[src/rtl/powlib_busfifo_if.sv]
// Address/data beat channel with valid/ready handshake and a not-nearly-full hint.
// The producer drives the master modport; the consumer takes the slave modport.
interface powlib_busfifo_if #(
  parameter int B_AW = 32,
  parameter int B_DW = 32
);
  logic [B_AW-1:0] addr;
  logic [B_DW-1:0] data;
  logic            vld;
  logic            rdy;
  logic            nf;

  modport master (output addr, output data, output vld, input  rdy, input  nf);
  modport slave  (input  addr, input  data, input  vld, output rdy, output nf);
endinterface

[src/rtl/powlib_busfifo.sv]
// Single-clock first-word-fall-through FIFO of {addr,data} beats, any depth D >= 2.
// Define POWLIB_BUSFIFO_DBG_EN to compile in push/pop/overflow trace messages.
module powlib_busfifo #(
  parameter string ID   = "BUSFIFO",
  parameter int    NFS  = 0,
  parameter int    D    = 8,
  parameter int    B_AW = 32,
  parameter int    B_DW = 32
) (
  input  logic                  clk,
  input  logic                  rst,
  powlib_busfifo_if.slave       wr,
  powlib_busfifo_if.master      rd
);
  localparam int PW = (D > 1) ? $clog2(D) : 1;
  localparam int CW = $clog2(D + 1);

  if (D < 2 || NFS >= D) begin : g_bad_cfg
    $fatal(1, "%s: illegal configuration D=%0d NFS=%0d", ID, D, NFS);
  end

  logic [PW-1:0] wr_ptr_q, wr_ptr_d;
  logic [PW-1:0] rd_ptr_q, rd_ptr_d;
  logic [CW-1:0] count_q, count_d;
  logic          wr_fire, rd_fire;
  logic          full, empty;

  logic [B_AW+B_DW-1:0] mem_q [D];

  // Status flags come straight from the count register, never from vld/rdy.
  assign full   = (count_q == CW'(D));
  assign empty  = (count_q == '0);
  assign wr.rdy = ~full;
  assign wr.nf  = (int'(count_q) + NFS) < D;
  assign rd.vld = ~empty;

  assign {rd.addr, rd.data} = mem_q[rd_ptr_q];

  always_comb begin
    wr_fire  = wr.vld & ~full;
    rd_fire  = rd.rdy & ~empty;
    wr_ptr_d = wr_ptr_q;
    rd_ptr_d = rd_ptr_q;
    count_d  = count_q;
    if (wr_fire) wr_ptr_d = (wr_ptr_q == PW'(D - 1)) ? '0 : wr_ptr_q + 1'b1;
    if (rd_fire) rd_ptr_d = (rd_ptr_q == PW'(D - 1)) ? '0 : rd_ptr_q + 1'b1;
    case ({wr_fire, rd_fire})
      2'b10:   count_d = count_q + 1'b1;
      2'b01:   count_d = count_q - 1'b1;
      default: count_d = count_q;
    endcase
  end

  always_ff @(posedge clk or negedge rst) begin
    if (!rst) begin
      wr_ptr_q <= '0;
      rd_ptr_q <= '0;
      count_q  <= '0;
    end else begin
      wr_ptr_q <= wr_ptr_d;
      rd_ptr_q <= rd_ptr_d;
      count_q  <= count_d;
    end
  end

  // Storage is deliberately left out of reset; rdvld masks stale entries.
  always_ff @(posedge clk) begin
    if (wr_fire) mem_q[wr_ptr_q] <= {wr.addr, wr.data};
  end

`ifdef POWLIB_BUSFIFO_DBG_EN
  always_ff @(posedge clk) begin
    if (rst) begin
      if (wr_fire)
        $display("%s WR addr=%0h data=%0h count=%0d", ID, wr.addr, wr.data, count_q);
      if (rd_fire)
        $display("%s RD addr=%0h data=%0h count=%0d", ID, rd.addr, rd.data, count_q);
      if (wr.vld && full)
        $display("%s OVF", ID);
    end
  end
`endif

endmodule

[src/flat_wrapper.sv]
// flat-port wrapper written by rule: the top's interface ports become plain ports
module powlib_busfifo_flat 
#(
  parameter string ID   = "       ",
  parameter int    NFS  = 0,
  parameter int    D    = 8,
  parameter int    B_AW = 32,
  parameter int    B_DW = 32
)
  (clk, rst, wr_addr, wr_data, wr_vld, wr_rdy, wr_nf, rd_addr, rd_data, rd_vld, rd_rdy, rd_nf);
  powlib_busfifo_if #(.B_AW(B_AW), .B_DW(B_DW)) wr_i ();
  powlib_busfifo_if #(.B_AW(B_AW), .B_DW(B_DW)) rd_i ();
  input  logic clk;
  input  logic rst;
  input wire logic [$bits(wr_i.addr)-1:0] wr_addr;
  input wire logic [$bits(wr_i.data)-1:0] wr_data;
  input wire logic [$bits(wr_i.vld)-1:0] wr_vld;
  output wire logic [$bits(wr_i.rdy)-1:0] wr_rdy;
  output wire logic [$bits(wr_i.nf)-1:0] wr_nf;
  output wire logic [$bits(rd_i.addr)-1:0] rd_addr;
  output wire logic [$bits(rd_i.data)-1:0] rd_data;
  output wire logic [$bits(rd_i.vld)-1:0] rd_vld;
  input wire logic [$bits(rd_i.rdy)-1:0] rd_rdy;
  input wire logic [$bits(rd_i.nf)-1:0] rd_nf;
  assign wr_i.addr = wr_addr;
  assign wr_i.data = wr_data;
  assign wr_i.vld = wr_vld;
  assign wr_rdy = wr_i.rdy;
  assign wr_nf = wr_i.nf;
  assign rd_addr = rd_i.addr;
  assign rd_data = rd_i.data;
  assign rd_vld = rd_i.vld;
  assign rd_i.rdy = rd_rdy;
  assign rd_i.nf = rd_nf;
  powlib_busfifo #(.ID(ID), .NFS(NFS), .D(D), .B_AW(B_AW), .B_DW(B_DW)) u_core (.clk(clk), .rst(rst), .wr(wr_i), .rd(rd_i));
endmodule
[config.mk]
export PLATFORM = sky130hd
export DESIGN_NAME = powlib_busfifo_flat
export DESIGN_NICKNAME = d
export VERILOG_FILES = /design/src/rtl/powlib_busfifo_if.sv /design/src/rtl/powlib_busfifo.sv /design/src/flat_wrapper.sv
export SDC_FILE = /design/constraint.sdc
export NUM_CORES = 1
export LEC_CHECK = 0
export ABC_AREA = 0
export CAP_MARGIN = 20
export CORE_MARGIN = 1
export CORE_UTILIZATION = 49
export CTS_CLUSTER_SIZE = 40
export DETAILED_ROUTE_END_ITERATION = 7
export DONT_BUFFER_PORTS = 1
export PLACE_DENSITY_LB_ADDON = 0.1
export SLEW_MARGIN = 5
export SYNTH_ARGS = -nofsm -noshare
export SYNTH_HDL_FRONTEND = slang
export SYNTH_SLANG_ARGS = --single-unit
[constraint.sdc]
create_clock -name clk -period 8.58 [get_ports clk]
set_input_delay 1.716 -clock clk [delete_from_list [all_inputs] [get_ports clk]]
set_output_delay 1.716 -clock clk [all_outputs]
set_load 0.02 [all_outputs]
==> impl_metrics.ini <==
[critical_path]
worst_ep_arrival_time_ns = 3.46
timing.critical_path.fanout_max = 46
classification_of_the_worst_setup_path = flip-flop to output pin
reg2regPathDepth = 5
timing.rr.start = u_core.count_q[1]
crit_required_ns = 6.86
reg2reg_setup_slack_ns = 5.22
critical_path.reg2reg.endpoint = u_core.mem_q[1][42]
setup.worst_path.end_class = output pin
worst_setup_path_start_kind = flip-flop

[flow_run]
cap_violations = 0

[global_route]
grt_pass1_vias = 8923
grt_max_degree = 75
antenna_found_initial = 0
grt_pass1_wl_um = 56500
grt_use_total_pct = 19.1
grt_remaining_overflow = 0

[timing]
setup_viol = 0
hold_ws_ns = 0.556
fin_worst_skew_ns = 0.0223
final.period_utilization_pct = 60.3
slew_headroom_pct = 25.3
tns_setup_ns = 0
timing_max_transition_violations_final = 0
setup_repair_after_global_routing_missed_its_margin = false
worst_margin_pin_slew_ns = 1.12
post-route-min-period_ns = 5.18
hold_violations = 0
max_freq_ghz = 0.193

[clock_network]
tritoncts = yes
path_clk_slew_ns = 0.06
clock-sinks = 522
post_cts_sizing_count = 0
ctsLongestPathBuffers = 3
cts-htree-levels = 2
hold_bufs_at_cts = 0
root_buffer_cell = sky130_fd_sc_hd__clkbuf_16
cts_setup_buffers = 0
clkLatencyLatePin_ns = 0.58
numCtsBuffers = 52

[outcome]
outcome = finished clean

[die]
start_util_pct = 49.7
dieArea_um2 = 41200
placement_rows = 73
dieWidth_um = 203
die_height_um = 203
floorplan.core_area_um2 = 39800
pin_count = 136

[logic_synthesis]
synth_seq_cells = 522
postSynth.asyncResetShare_pct = 1.92
syn-num-nets = 876
postSynthAreaPerCell_um2 = 24.8
yosys-top-cells-count = 512 x sky130_fd_sc_hd__edfxtp_1, 128 x sky130_fd_sc_hd__mux4_2, 68 x sky130_fd_sc_hd__mux2_2, 17 x sky130_fd_sc_hd__clkbuf_1, 11 x sky130_fd_sc_hd__buf_6
synth_seq_area_share_pct = 78.9
netlist.area_leader.share_pct = 77.6
yosysMostFrequentCell = sky130_fd_sc_hd__edfxtp_1
post_synth_inst_count = 800
synth.lib_cells_used.distinct = 26
synth_edf_count = 512
synthTopCellsByArea = sky130_fd_sc_hd__edfxtp_1 78%, sky130_fd_sc_hd__mux4_2 15%, sky130_fd_sc_hd__mux2_2 3.9%
synth_warn = 0
synthFlopType = sky130_fd_sc_hd__edfxtp_1
netlist_area_um2 = 19800
yosys.area.top_type = sky130_fd_sc_hd__edfxtp_1

[final_layout]
nNetsFinal = 912
antenna_diode_instance_count = 0
post_route_cells_drive_above_1_share_pct = 34.2
final_core_util_pct = 55.5
syn2layout_area_growth_pct = 11.5

[power_and_ir_drop]
pwr_density_cell_nw_per_um2 = 350
max-vdd-ir-drop_mv = 0.203
power.leakage_nw = 6.87

[place]
buffer_ports.inserted = 0
place_congestion = 0.740
dp_hpwl_um = 19500

[drt]
ant_nets = 0
route.detailed.drc = 0
dr.first_iter.drc_count = 498
detailroute.via_count = 8118
drt-vias-per-instance = 5.80
detail_route.first_pass.iterations = 4
wire_per_inst_um = 27.1
routed_wl_um = 37900

[hold_path]
worst_hold_path.endpoint = u_core.count_q[2]
class_of_the_tightest_hold_or_removal_check = flip-flop to flip-flop
min-delay-start = u_core.count_q[2]
whs_path_depth = 1
[worst max path at each step]
stage	from	end	slack (ns)	depth (start not counted)
after floorplan	wr_vld	u_core.mem_q[2][0]	1.68	2
after global placement	u_core.rd_ptr_q[0]	rd_data[3]	3.93	3
after detailed placement	u_core.rd_ptr_q[0]	rd_data[3]	3.89	3
after CTS	u_core.rd_ptr_q[0]	rd_data[3]	3.24	3
after global routing	u_core.rd_ptr_q[0]	rd_data[25]	3.12	3
final	u_core.rd_ptr_q[0]	rd_data[31]	3.40	3
[stage by stage]
step,cells,worst slack [ns],power [mW],cell area [um2]
6_report,1399,3.40,7.72,22100
5_1_grt,1399,3.12,8.07,22100
4_1_cts,1398,3.24,7.85,22100
3_5_place_dp,1306,3.89,5.68,20400
3_3_place_gp,1304,3.93,5.62,20400
2_1_floorplan,800,1.68,5.21,19800
[power by group]
part           leakage, nW  switching, mW  internal [mW]
logic                 1.30           1.18          0.913
registers             4.76          0.253           3.22
clock network        0.808          0.882           1.27
[state kept, by name (all words and copies together) (netlist names)]
name,cells
u_core.wr_ptr_q,3
u_core.rd_ptr_q,3
u_core.mem_q,512
u_core.count_q,4
[area by class of cell]
cell class	count	area (um2)
Clock inverter	31	274
Clock buffer	61	1360
Fill cell	2931	17700
Multi-Input combinational cell	240	4010
Inverter	2	7.51
Sequential cell	522	15600
Timing Repair Buffer	18	143
Tap cell	525	657
[worst max-delay path: stages, from the launching register on]
cell                      delay, ns
sky130_fd_sc_hd__dfrtp_4       1.00
sky130_fd_sc_hd__buf_4         0.83
sky130_fd_sc_hd__mux4_2        0.60
sky130_fd_sc_hd__mux2_2        0.35
[layer usage]
| metal | vias to the layer above | share of wire [%] | global-route usage [%] |
|---|---|---|---|
| li1 | 3494 | - | - |
| met1 | 4350 | 40 | 24.2 |
| met2 | 217 | 50 | 31.8 |
| met3 | 57 | 7.1 | 5.67 |
| met4 | 0 | 2.2 | 6.42 |
| met5 | - | 0 | 0 |
[cells in the final DEF, fill, tap and decap left out, types with 2 or more instances in the layout]
cell and instances:
sky130_fd_sc_hd__xor2_1 4, sky130_fd_sc_hd__dfrtp_1 7, sky130_fd_sc_hd__nor3_2 4, sky130_fd_sc_hd__ha_1 7
sky130_fd_sc_hd__o21ai_0 2, sky130_fd_sc_hd__nor3_1 2, sky130_fd_sc_hd__buf_6 2, sky130_fd_sc_hd__bufinv_16 5
sky130_fd_sc_hd__mux2_2 68, sky130_fd_sc_hd__inv_1 2, sky130_fd_sc_hd__mux4_2 128, sky130_fd_sc_hd__edfxtp_1 512
sky130_fd_sc_hd__dfrtp_4 3, sky130_fd_sc_hd__clkbuf_16 53, sky130_fd_sc_hd__clkinv_2 14, sky130_fd_sc_hd__nand2b_1 3
sky130_fd_sc_hd__nor2_4 3, sky130_fd_sc_hd__clkinv_1 10, sky130_fd_sc_hd__xnor2_1 2, sky130_fd_sc_hd__buf_4 16
sky130_fd_sc_hd__nand2_1 6, sky130_fd_sc_hd__clkbuf_1 8, sky130_fd_sc_hd__nor2_1 2
[logic make-up (layout without fill, tap and decap cells)]
family / Yosys count / count (layout) / synth area share, %
AO/OA/AOI/OAI: 5 / 5 / 0.145
XOR/XNOR: 6 / 6 / 0.265
AND/OR/NAND/NOR: 25 / 25 / 0.625
buffers and inverters: 38 / 112 / 1.17
adder cells (fa/ha/maj): 7 / 7 / 0.442
multiplexers: 197 / 197 / 18.5
flip-flops: 522 / 522 / 78.9
No activity file was read; power rests on OpenSTA's default activity.
